### src/rtl/cu_pkg.sv
// Shared definitions for the control sequencer: opcodes, FSM state encoding,
// instruction field positions, ALU select indices and the control word layout.
package cu_pkg;

  typedef enum logic [3:0] {
    ST_RST, ST_T0, ST_T1, ST_T2, ST_T3, ST_T4, ST_T5, ST_T6, ST_HALT
  } state_t;

  localparam int IR_W    = 32;
  localparam int OPC_MSB = 31;
  localparam int OPC_LSB = 27;
  localparam int RA_MSB  = 26;
  localparam int RA_LSB  = 23;
  localparam int RB_MSB  = 22;
  localparam int RB_LSB  = 19;
  localparam int RC_MSB  = 18;
  localparam int RC_LSB  = 15;

  localparam logic [4:0] OP_ADD  = 5'd3;
  localparam logic [4:0] OP_SUB  = 5'd4;
  localparam logic [4:0] OP_AND  = 5'd5;
  localparam logic [4:0] OP_OR   = 5'd6;
  localparam logic [4:0] OP_SHR  = 5'd7;
  localparam logic [4:0] OP_SHRA = 5'd8;
  localparam logic [4:0] OP_SHL  = 5'd9;
  localparam logic [4:0] OP_ROR  = 5'd10;
  localparam logic [4:0] OP_ROL  = 5'd11;
  localparam logic [4:0] OP_MUL  = 5'd15;
  localparam logic [4:0] OP_DIV  = 5'd16;
  localparam logic [4:0] OP_NEG  = 5'd17;
  localparam logic [4:0] OP_NOT  = 5'd18;
  localparam logic [4:0] OP_NOP  = 5'd26;
  localparam logic [4:0] OP_HALT = 5'd27;

  localparam int ALU_W    = 13;
  localparam int ALU_ADD  = 0;
  localparam int ALU_SUB  = 1;
  localparam int ALU_MUL  = 2;
  localparam int ALU_DIV  = 3;
  localparam int ALU_AND  = 4;
  localparam int ALU_OR   = 5;
  localparam int ALU_SHR  = 6;
  localparam int ALU_SHRA = 7;
  localparam int ALU_SHL  = 8;
  localparam int ALU_ROR  = 9;
  localparam int ALU_ROL  = 10;
  localparam int ALU_NEG  = 11;
  localparam int ALU_NOT  = 12;

  typedef struct packed {
    logic              pc_out;
    logic              pc_in;
    logic              inc_pc;
    logic              mar_in;
    logic              mdr_in;
    logic              mdr_out;
    logic              md_mux_read;
    logic              ir_in;
    logic              y_in;
    logic              zlow_in;
    logic              zhigh_in;
    logic              zlow_out;
    logic              zhigh_out;
    logic              hi_in;
    logic              lo_in;
    logic [15:0]       reg_in;
    logic [15:0]       reg_out;
    logic [ALU_W-1:0]  alu;
    logic              run;
    logic              illegal;
  } ctrl_t;

endpackage

### src/rtl/cu_op_decode.sv
// Opcode to one-hot ALU select, two-operand flag and legal flag.
// MUL/DIV decode only when CONTROL_SEQUENCER_MULDIV_EN is defined.
module cu_op_decode
  import cu_pkg::*;
(
  input  logic [4:0]       opcode,
  output logic [ALU_W-1:0] alu_sel,
  output logic             two_op,
  output logic             legal
);

  always_comb begin
    alu_sel = '0;
    two_op  = 1'b0;
    legal   = 1'b1;
    case (opcode)
      OP_ADD:  begin alu_sel[ALU_ADD]  = 1'b1; two_op = 1'b1; end
      OP_SUB:  begin alu_sel[ALU_SUB]  = 1'b1; two_op = 1'b1; end
      OP_AND:  begin alu_sel[ALU_AND]  = 1'b1; two_op = 1'b1; end
      OP_OR:   begin alu_sel[ALU_OR]   = 1'b1; two_op = 1'b1; end
      OP_SHR:  begin alu_sel[ALU_SHR]  = 1'b1; two_op = 1'b1; end
      OP_SHRA: begin alu_sel[ALU_SHRA] = 1'b1; two_op = 1'b1; end
      OP_SHL:  begin alu_sel[ALU_SHL]  = 1'b1; two_op = 1'b1; end
      OP_ROR:  begin alu_sel[ALU_ROR]  = 1'b1; two_op = 1'b1; end
      OP_ROL:  begin alu_sel[ALU_ROL]  = 1'b1; two_op = 1'b1; end
`ifdef CONTROL_SEQUENCER_MULDIV_EN
      OP_MUL:  alu_sel[ALU_MUL] = 1'b1;
      OP_DIV:  alu_sel[ALU_DIV] = 1'b1;
`endif
      OP_NEG:  alu_sel[ALU_NEG] = 1'b1;
      OP_NOT:  alu_sel[ALU_NOT] = 1'b1;
      default: legal = 1'b0;
    endcase
  end

endmodule

### src/rtl/control_sequencer.sv
// Moore control sequencer: fetch (T0-T2), execute (T3-T6), HALT; all outputs registered
// from the next state. Optional MUL/DIV support: CONTROL_SEQUENCER_MULDIV_EN.
module control_sequencer
  import cu_pkg::*;
(
  input  logic            clock,
  input  logic            clear,
  input  logic [IR_W-1:0] ir,
  input  logic            mem_ready,
  input  logic            stop,
  output logic            PCout,
  output logic            PCin,
  output logic            IncPC,
  output logic            MARin,
  output logic            MDRin,
  output logic            MDRout,
  output logic            MDMuxread,
  output logic            IRin,
  output logic            Yin,
  output logic            Zlowin,
  output logic            Zhighin,
  output logic            Zlowout,
  output logic            Zhighout,
  output logic            HIin,
  output logic            LOin,
  output logic [15:0]     reg_in,
  output logic [15:0]     reg_out,
  output logic            ADD,
  output logic            SUB,
  output logic            MUL,
  output logic            DIV,
  output logic            AND,
  output logic            OR,
  output logic            SHR,
  output logic            SHRA,
  output logic            SHL,
  output logic            ROR,
  output logic            ROL,
  output logic            NEG,
  output logic            NOT,
  output logic            run,
  output logic            illegal
);

  state_t                 state, state_next;
  ctrl_t                  ctrl_q, ctrl_d;
  logic [OPC_MSB:RC_LSB]  ir_q, dec_ir;
  logic [4:0]             opcode;
  logic [3:0]             ra, rb, rc;
  logic [ALU_W-1:0]       alu_sel;
  logic                   two_op, legal, is_muldiv;
  logic                   unused_ir_low;

  assign unused_ir_low = ^ir[RC_LSB-1:0];

  // In T2 decode straight from ir; afterwards from the copy captured on T2 exit.
  assign dec_ir = (state == ST_T2) ? ir[OPC_MSB:RC_LSB] : ir_q;
  assign opcode = dec_ir[OPC_MSB:OPC_LSB];
  assign ra     = dec_ir[RA_MSB:RA_LSB];
  assign rb     = dec_ir[RB_MSB:RB_LSB];
  assign rc     = dec_ir[RC_MSB:RC_LSB];

  cu_op_decode u_op_decode (
    .opcode  (opcode),
    .alu_sel (alu_sel),
    .two_op  (two_op),
    .legal   (legal)
  );

`ifdef CONTROL_SEQUENCER_MULDIV_EN
  assign is_muldiv = alu_sel[ALU_MUL] | alu_sel[ALU_DIV];
`else
  assign is_muldiv = 1'b0;
`endif

  always_ff @(posedge clock) begin
    if (state == ST_T2) ir_q <= ir[OPC_MSB:RC_LSB];
  end

  always_ff @(posedge clock or negedge clear) begin
    if (!clear) begin
      state  <= ST_RST;
      ctrl_q <= '0;
    end else begin
      state  <= state_next;
      ctrl_q <= ctrl_d;
    end
  end

  always_comb begin
    state_next = state;
    ctrl_d     = '0;
    case (state)
      ST_RST:  state_next = ST_T0;
      ST_T0:   state_next = ST_T1;
      ST_T1:   if (mem_ready) state_next = ST_T2;
      ST_T2: begin
        if (opcode == OP_NOP)       state_next = stop ? ST_HALT : ST_T0;
        else if (opcode == OP_HALT) state_next = ST_HALT;
        else if (legal)             state_next = ST_T3;
        else begin
          state_next     = ST_T0;
          ctrl_d.illegal = 1'b1;
        end
      end
      ST_T3:   state_next = ST_T4;
      ST_T4:   state_next = ST_T5;
      ST_T5: begin
        if (is_muldiv) state_next = ST_T6;
        else           state_next = stop ? ST_HALT : ST_T0;
      end
      ST_T6:   state_next = stop ? ST_HALT : ST_T0;
      ST_HALT: state_next = ST_HALT;
      default: state_next = ST_RST;
    endcase

    // Control word for the state about to be entered.
    ctrl_d.run = !(state_next inside {ST_RST, ST_HALT});
    case (state_next)
      ST_T0: begin
        ctrl_d.pc_out  = 1'b1;
        ctrl_d.mar_in  = 1'b1;
        ctrl_d.inc_pc  = 1'b1;
        ctrl_d.zlow_in = 1'b1;
      end
      ST_T1: begin
        ctrl_d.md_mux_read = 1'b1;
        ctrl_d.mdr_in      = 1'b1;
        ctrl_d.zlow_out    = (state != ST_T1);
        ctrl_d.pc_in       = (state != ST_T1);
      end
      ST_T2: begin
        ctrl_d.mdr_out = 1'b1;
        ctrl_d.ir_in   = 1'b1;
      end
      ST_T3: begin
        ctrl_d.reg_out = 16'b1 << rb;
        ctrl_d.y_in    = 1'b1;
      end
      ST_T4: begin
        ctrl_d.zlow_in  = 1'b1;
        ctrl_d.zhigh_in = is_muldiv;
        ctrl_d.alu      = alu_sel;
        ctrl_d.reg_out  = two_op ? (16'b1 << rc) : (16'b1 << rb);
      end
      ST_T5: begin
        ctrl_d.zlow_out = 1'b1;
        ctrl_d.lo_in    = is_muldiv;
        ctrl_d.reg_in   = is_muldiv ? 16'h0000 : (16'b1 << ra);
      end
      ST_T6: begin
        ctrl_d.zhigh_out = 1'b1;
        ctrl_d.hi_in     = 1'b1;
      end
      default: ;
    endcase
  end

  assign PCout     = ctrl_q.pc_out;
  assign PCin      = ctrl_q.pc_in;
  assign IncPC     = ctrl_q.inc_pc;
  assign MARin     = ctrl_q.mar_in;
  assign MDRin     = ctrl_q.mdr_in;
  assign MDRout    = ctrl_q.mdr_out;
  assign MDMuxread = ctrl_q.md_mux_read;
  assign IRin      = ctrl_q.ir_in;
  assign Yin       = ctrl_q.y_in;
  assign Zlowin    = ctrl_q.zlow_in;
  assign Zhighin   = ctrl_q.zhigh_in;
  assign Zlowout   = ctrl_q.zlow_out;
  assign Zhighout  = ctrl_q.zhigh_out;
  assign HIin      = ctrl_q.hi_in;
  assign LOin      = ctrl_q.lo_in;
  assign reg_in    = ctrl_q.reg_in;
  assign reg_out   = ctrl_q.reg_out;
  assign ADD       = ctrl_q.alu[ALU_ADD];
  assign SUB       = ctrl_q.alu[ALU_SUB];
  assign MUL       = ctrl_q.alu[ALU_MUL];
  assign DIV       = ctrl_q.alu[ALU_DIV];
  assign AND       = ctrl_q.alu[ALU_AND];
  assign OR        = ctrl_q.alu[ALU_OR];
  assign SHR       = ctrl_q.alu[ALU_SHR];
  assign SHRA      = ctrl_q.alu[ALU_SHRA];
  assign SHL       = ctrl_q.alu[ALU_SHL];
  assign ROR       = ctrl_q.alu[ALU_ROR];
  assign ROL       = ctrl_q.alu[ALU_ROL];
  assign NEG       = ctrl_q.alu[ALU_NEG];
  assign NOT       = ctrl_q.alu[ALU_NOT];
  assign run       = ctrl_q.run;
  assign illegal   = ctrl_q.illegal;

endmodule
### config.mk
export PLATFORM = sky130hd
export DESIGN_NAME = control_sequencer
export DESIGN_NICKNAME = d
export VERILOG_FILES = /design/src/rtl/cu_pkg.sv /design/src/rtl/cu_op_decode.sv /design/src/rtl/control_sequencer.sv
export SDC_FILE = /design/constraint.sdc
export NUM_CORES = 1
export LEC_CHECK = 0
export ABC_AREA = 0
export CORE_MARGIN = 4
export CORE_UTILIZATION = 43
export CTS_BUF_LIST = sky130_fd_sc_hd__clkbuf_8
export CTS_CLUSTER_SIZE = 8
export DETAILED_ROUTE_END_ITERATION = 16
export PLACE_DENSITY = 0.78
export SLEW_MARGIN = 20
export SYNTH_ARGS = -nofsm -noshare
export SYNTH_HDL_FRONTEND = slang
export SYNTH_SLANG_ARGS = --single-unit
### constraint.sdc
create_clock -name clock -period 1.75 [get_ports clock]
set_input_delay 0.35 -clock clock [delete_from_list [all_inputs] [get_ports clock]]
set_output_delay 0.35 -clock clock [all_outputs]
set_load 0.01 [all_outputs]
; ---- Word level (Yosys, flattened, before mapping)
; Index checks and enable logic that the tools add are counted.
[classes]
n_eq_ne = 30
shift = 3
muxes = 37
n_reduce_logical = 8
[op_table]
columns = cell, n
row1 = << shifter 1 x 4 -> 16 bit (first input constant), 3
row2 = == test 4 x 3 -> 1 bit (second input constant), 8
row3 = 2-to-1 mux 16 bit, 2
row4 = case mux 16 bit (2 select lines), 1
row5 = case mux 4 bit (8 select lines), 1
row6 = 2-to-1 mux 1 bit, 23
row7 = == test 5 x 3 -> 1 bit (second input constant), 4
row8 = == test 5 x 4 -> 1 bit (second input constant), 4
row9 = == test 5 bit (second input constant), 4
row10 = 2-to-1 mux 17 bit, 1
row11 = == test 4 x 2 -> 1 bit (second input constant), 4
row12 = 2-to-1 mux 4 bit, 4
row13 = 2-to-1 mux 13 bit, 1
row14 = OR reduction 11 bit, 1
row15 = OR reduction 9 bit, 1
row16 = == test 4 x 1 -> 1 bit (second input constant), 2
row17 = == test 4 bit (second input constant), 2
row18 = zero test 4 bit, 2
row19 = == test 5 x 2 -> 1 bit (second input constant), 1
row20 = 2-to-1 mux 2 bit, 2
row21 = != test 4 x 2 -> 1 bit (second input constant), 1
row22 = OR reduction 2 bit, 2
row23 = 2-to-1 mux 3 bit, 1
row24 = case mux 1 bit (2 select lines), 1
row25 = other kinds (2), 2
[totals]
register_bits = 80
inputBits = 36
output_inout_bits = 62
elab_cells = 97

; ---- Logic depth before layout (Yosys ltp)
; Gate-level depths: netlist (run 1).
[depth]
word_depth = 12
depth_mapped = 8
depth_no_buf = 7

; ---- Cells and area by module
; Synthesis (run 1) repeated with hierarchy kept, for this count alone.
[unflattened]
hier_cells = 313
hier_area_um2 = 3236.9
[modules_own_cells]
columns = module, n_inst, cells_per_inst, area_each_um2, seq_area_each_um2
row1 = control_sequencer, 1, 283, 3030.4, 1816.7
row2 = cu_op_decode, 1, 30, 206.4, 0.0

; ---- Worst setup path before layout (run 1)
; Ideal clock, no wire load.
[synth_path]
path_type = register to register
start = register state[2]
end = register ctrl_q (netlist bit reg_out[12])
t_arrival_ns = 1.609
t_required_ns = 1.668
setup_slack_ns = 0.059
path_stages_with_launch = 8
n_path_buf = 2
synth_period_minus_slack_ns = 1.691
cell_sequence = dfrtp_1 buf_6 nor4bb_2 buf_6 mux2i_1 and3_1 nand2_1 o22ai_1
[synth_rtl]
columns = item, line_no
row1 = from (decl), control_sequencer.sv:45  ; state_t state, state_next;
row2 = from (signal assigned), control_sequencer.sv:85  ; state <= state_next;
row3 = to (signal assigned), control_sequencer.sv:86  ; ctrl_q <= ctrl_d;
row4 = to (decl), control_sequencer.sv:46  ; ctrl_t ctrl_q, ctrl_d;

==> results.yml, run 1 <==
yosys:
  yosysWarnings: 0
  synth_seq_cells: 74
  synth_compound_area_share_pct: 14.73
  yosys-top-cells-area: "dfrtp_1 46%, dfxtp_1 11%, nand2_1 4.8%"
  synthFlopType: "dfrtp_1"
  seq_area_frac_synth_pct: 56.84
  synthCells: 304
  synthMuxAreaShare_pct: 0.3221
  synth_top_cell_area_share_pct: 45.89
  syn_area_per_cell_um2: 10.22
  async_flop_share_pct: 77.03
  syn_area_um2: 3108
  yosysTopAreaCell: "dfrtp_1"
  synth_edf_count: 0
  synth.distinct_cells: 53
  synthAdderAreaFrac_pct: 0
  synth_top_family_by_area: "simple AND/OR/NAND/NOR gates"
  synth-simple-area-share_pct: 20.33
  yosys.area_share.xor_xnor_pct: 0.5636
flow_run:
  drv_cap: 0
timing:
  min_period_ps: 1796
  timing.fmax_mhz: 556.7
  setup-violations-final: 14
  slew_headroom_pct: 62.31
  grt_setup_unrepaired: "true"
  tightest_slew_ps: 564.4
  finalSetupTns_ps: -343.5
  holdWs_ps: 489.8
  final.setup_skew_ps: 5.375
  finalCritPeriodShare_pct: 102.6
  fin_ws_ps: -46.21
  slew_violations: 0
  hold_violations: 0
critical_path:
  worst_setup_path_start_kind: "flop"
  critPathKind: "flop to flop"
  rr_worst_depth: 5
  reg2reg_from: "state[3]"
  rrSetupSlack_ps: -50
  end_kind: "flop"
  worstPathMaxFanout: 24
  critPathArrivalTime_ps: 2070
  r2r_end: "reg_out[8]"
  required_ps: 2030
route:
  dr_total_vias: 2740
  first_pass_iters: 5
  wl_per_cell_um: 16.27
  first_iter_violations: 122
  vias_per_cell: 5.150
  drt-total-wl_um: 8653
  drtAntennaViolNets: 0
  drc: 0
clock_tree:
  cts_buffer_depth: 2
  clk_pin_slew_ps: 80
  cts_root_buf: "clkbuf_8"
  cts_tree: "built"
  htree_levels: 3
  clkSinkCount: 74
  clk-insertion-delay-late_ps: 360
  numCtsBuffers: 9
final_layout:
  regArea_um2: 1772
  finish.utilization_pct: 70.24
  nFillCells: 476
  layout_commonest_cell: "clkdlybuf4s50_1"
  finalNetCount: 467
  layout-drive-gt1-share_pct: 31.88
  antenna_cells: 0
  finalNonFillerCells: 532
  area_growth_pct: 56.08
  multi_input_area_um2: 1434
  finalInstanceArea_um2: 4851
  final_cell_mix: "75 x clkdlybuf4s50_1, 53 x dfrtp_1, 50 x buf_4, 31 x nand2_1, 30 x nor2_1"
place:
  dp_hpwl_um: 5586
  placed_cells: 503
  port-buffer-count: 78
  pre_cts_ws_ps: -405.1
  place.gp.congestion: 0.8301
  dpl_cell_area_um2: 4235
floorplanning:
  die_h_um: 93.02
  start_util_pct: 45.00
  pin_count: 98
  die-width_um: 93.02
  die_area_um2: 8652
  row_count: 30
  core_um2: 6907
global_route:
  grtUsageTotal_pct: 18.56
  antenna_found_initial: 0
  grt_pass1_vias: 2587
  grt_max_degree: 58
  overflow: 0
  grt_pass1_wl_um: 12540
pwr:
  power.internal_mw: 4.616
  peakVddDrop_v: 0.0008027
  p_leak_nw: 2.105
  switchingPower_mw: 2.935
  clkPwrFrac_pct: 17.9
  seqPwrFrac_pct: 31.3
  combPwrFrac_pct: 50.8
  power.share.switching_pct: 38.87
  power_density_nw_per_um2: 1557
  design_power_total_mw: 7.551
worst_hold_path:
  hp-class: "input pin to flop"
  hold_depth: 4
  hold_start: "ir[28]"
  min_to: "ir_q[28]"
status:
  run_status: "finished with violations"
  violations: "setup timing"
[critical path, cell delays in order (launching register included)]
cell and delay (ps):
dfrtp_2 460, nand4bb_4 300, buf_4 260, nor2_1 270, a32oi_4 210, o22ai_1 210
[what timing repair did]
action	in CTS	in global routing
endpoints found under the setup margin	32	34
setup buffers	1	11
hold buffers	1	0
pin swaps	5	20
hold endpoints to repair	57	0
gates resized for setup	16	56
[area by class of cell]
type,count,share of cell area [%]
clock inverters,5,1.083
well taps,96,2.476
clock buffers,11,3.121
repair buffers,134,25.74
inverters,18,1.496
flip-flops and latches,74,36.52
multi-input cells,194,29.56
[routing by layer]
| layer | up-vias | routed length (µm) | GRT usage [%] |
|---|---|---|---|
| met5 | - | 0 | 0 |
| met1 | 1302 | 3457 | 22.97 |
| met4 | 0 | 268 | 7.814 |
| met3 | 24 | 564 | 4.023 |
| met2 | 128 | 4362 | 31.37 |
| li1 | 1286 | - | - |
[Yosys cell counts (all sizes together), types with 2 or more instances]
library cell and count:
dfrtp 57, nand2 40, nor2 33, buf 19
inv 18, dfxtp 17, o22ai 16, nor3 15
o21ai 13, a31oi 11, a21oi 7, nand2b 6
nor3b 6, and2 5, nor4 4, a211oi 3
clkbuf 3, nand3 3, nor2b 3, or3 3
a41oi 2
[power by group through the flow]
stage | registers (mW) | logic, mW | clock network (mW)
2_1_floorplan | 2.34 | 1.76 | 0
3_3_place_gp | 2.31 | 2.90 | 0
3_5_place_dp | 2.34 | 3.01 | 0
4_1_cts | 2.33 | 3.13 | 1.37
5_1_grt | 2.41 | 4.09 | 1.43
6_report | 2.37 | 3.83 | 1.35
[registers in the layout, summed over array words and instances, names as in the netlist, 4 cells and up]
name	cells
reg_in	16
state	4
reg_out	16
ir_q	17
[cells by family after synthesis]
logic type / after synthesis
and+or+nand+nor: 125
DFF: 74
AOI/OAI and AO/OA: 61
buffers and inverters: 40
xor gates and xnor gates: 2
muxes: 1
other: 1
[worst max path at each step]
stage / startpoint / slack [ps] / end / cells past startpoint
after detailed placement: ir[28] / -410 / reg_out[9] / 6
final: state[3] / -50 / reg_out[8] / 5
after global placement: ir[28] / -330 / reg_out[11] / 6
after floorplan: state[2] / 60 / reg_out[12] / 7
after CTS: state[2] / -10 / reg_out[0] / 6
after global routing: state[3] / -130 / reg_out[15] / 8
Power figures use the tool's default switching activity.
==> run 2, diff against run 1 <==
- CORE_UTILIZATION: 43 -> 44
- GPL_ROUTABILITY_DRIVEN: default -> 0
- PLACE_DENSITY: 0.78 -> 0.79
- SYNTH_HIERARCHICAL: default -> 1
==> run 2 against run 1 <==
Against the previous run:
- the run still ends with setup timing left
- routed wire length shrank 6.4%
- sequential share of layout area about the same
- via count rose by 1.1%
- register-to-register slack got worse by 490 ps
- highest routed layer unchanged
- cell count increased by 2.1%
- global-route usage fell by 0.095 points
- maximum frequency down 21%
- sequential power up 2%
- area after synthesis increased by 4.1%
- flip-flop and latch count is 2 higher
- core utilization is 1.2 points lower
==> results.yml, run 2 <==
timing:
  finalSetupTns_ps: -11240
  tightest_slew_ps: 506.5
  setup-violations-final: 37
  slew_violations: 0
  grt_setup_unrepaired: "true"
  hold_violations: 0
  slew_headroom_pct: 66.23
  timing.fmax_mhz: 437.6
  fin_ws_ps: -535.3
  final.setup_skew_ps: 13.31
  finalCritPeriodShare_pct: 130.6
  min_period_ps: 2285
critical_path:
  critPathKind: "flop to flop"
  worstPathMaxFanout: 6
  worst_setup_path_start_kind: "flop"
  required_ps: 2000
  critPathArrivalTime_ps: 2540
  slowest_stage: "dfrtp_1"
  crit_chain: "and4bb_4 > nand2_2 > nand2_2 > or3b_4 > o221ai_4 > a22o_1 > buf_6 > nand3_4 > o22ai_1"
  end_kind: "flop"
  crit_top_cell: "nand2_2"
  cpPeakStageDelay_ps: 400
yosys:
  async_flop_share_pct: 77.63
  yosysMostFrequentCell: "dfrtp_1"
  yosysTopAreaCell: "dfrtp_1"
  syn_area_per_cell_um2: 10.34
  ys_top_cells_by_count: "59 x dfrtp_1, 42 x nand2_1, 32 x nor2_1"
  synth_top_cell_area_share_pct: 45.61
  synth_seq_cells: 76
  syn_area_um2: 3237
  synthFlopType: "dfrtp_1"
  synth.distinct_cells: 57
  synth_edf_count: 0
  synthCells: 313
  yosysWarnings: 6
  yosys-top-cells-area: "dfrtp_1 46%, dfxtp_1 11%, nand2_1 4.9%"
  seq_area_frac_synth_pct: 56.13
pwr:
  power.internal_mw: 5.204
  peakVddDrop_v: 0.001061
  combPwrFrac_pct: 54.6
  seqPwrFrac_pct: 28.6
  p_leak_nw: 2.161
  power.share.switching_pct: 38.03
  power_density_nw_per_um2: 1685
  switchingPower_mw: 3.193
  design_power_total_mw: 8.397
  clkPwrFrac_pct: 16.7
final_layout:
  largest_reg_flops: 17
  layout-drive-gt1-share_pct: 29.73
  regArea_um2: 1818
  multi_input_area_um2: 1539
  final_cell_mix: "79 x clkdlybuf4s50_1, 58 x dfrtp_1, 47 x buf_4, 31 x nand2_1, 28 x nor2_1"
  layout_commonest_cell: "clkdlybuf4s50_1"
  antenna_cells: 0
  area_growth_pct: 53.92
  nFillCells: 515
  finalNetCount: 475
  top_register: "ir_q"
  finalInstanceArea_um2: 4982
place:
  port-buffer-count: 80
  pre_cts_ws_ps: -708.8
  dpl_cell_area_um2: 4451
  dp_hpwl_um: 5686
clock_tree:
  cts_tree: "built"
  htree_levels: 3
  cts_root_buf: "clkbuf_8"
  clk_pin_slew_ps: 80
  cts_buffer_depth: 2
  clk-insertion-delay-late_ps: 340
  clkSinkCount: 76
  numCtsBuffers: 9
floorplanning:
  row_count: 31
  pin_count: 98
  start_util_pct: 44.87
  die_h_um: 93.77
  core_um2: 7214
  die_area_um2: 8793
  die-width_um: 93.77
status:
  run_status: "finished with violations"
  violations: "setup timing"
route:
  first_pass_iters: 4
  drt-total-wl_um: 8097
  first_iter_violations: 134
  dr_total_vias: 2769
  vias_per_cell: 5.099
  drtAntennaViolNets: 0
  drc: 0
  wl_per_cell_um: 14.91
global_route:
  grtUsageMet1_pct: 23.61
  antenna_found_initial: 0
  grt_pass1_vias: 2677
  use_met3_pct: 5.288
  grt_max_degree: 38
  grt_pass1_wl_um: 12810
  grt-busiest-layer: "met2"
  use_met2_pct: 30.22
  grtUsageTotal_pct: 18.46
  overflow: 0
worst_hold_path:
  hp-class: "flop to flop"
flow_run:
  drv_cap: 0
## run 2: cell type report
class                      instances  area share [%]
clock buffer                      12           3.315
clock inverter                     4          0.9794
inverter                           8          0.6027
multi-input combinational        210           30.89
sequential                        76           36.49
tap                               99           2.486
timing repair buffer             134           25.24
## run 2: path summary, 6_finish.rpt
check,start,slack (ps),depth (start not counted),to
worst max-delay path,state[2],-540,9,reg_out[2]
worst min-delay path,ir_q[22],490,2,ir_q[22]
worst max register to register,state[2],-540,9,reg_out[2]
worst min register to register,ir_q[22],490,2,ir_q[22]
max in group asynchronous,clear,670,3,reg_out[12]
min in group asynchronous,clear,510,2,Yin
## run 2: kinds of logic (layout without fill, tap and decap cells)
group	after synthesis	in the layout	synth area share [%]
xor gates and xnor gates	1	1	0.2706
DFF	76	76	56.13
muxes	10	10	3.170
buffers and inverters	30	158	5.102
other	2	5	0.2320
AOI/OAI and AO/OA	48	48	10.55
and+or+nand+nor	146	146	24.55
## run 2: what timing repair did
item,4_1_cts,5_1_grt
pin swaps,11,14
buffers inserted,4,3
endpoints found under the setup margin,52,51
resized for setup,18,34
endpoints found under the hold margin,22,0
gates cloned,0,1
hold buffers,1,0
## run 2: critical path: cells and delay by family, from the launching register on
family          cells  cell delay (ps)
flops               1              400
compound gates      3              630
buf+inv             1              120
simple gates        5             1030
## run 2: layer usage
metal	share of wire, %	wire length [µm]
met5	0	0
met4	2.2	178
met3	6.5	523
met2	52	4206
met1	39	3189
## run 2: power by group through the flow
stage          Clock [mW]  Sequential [mW]  Combinational, mW
3_3_place_gp            0             2.38               3.68
4_1_cts              1.42             2.37               4.08
3_5_place_dp            0             2.39               3.78
5_1_grt              1.51             2.46               4.98
6_report             1.41             2.41               4.59
2_1_floorplan           0             2.41               2.39
## run 2: stage by stage
stage | hold WS (ps) | util, % | cells
after floorplan | 54.41 | - | 316
after global placement | 339.7 | 61.69 | 518
after detailed placement | 341.2 | 61.69 | 518
after CTS | 488.1 | 66.34 | 539
after global routing | 521.0 | 69.06 | 543
final | 489.4 | 69.06 | 543
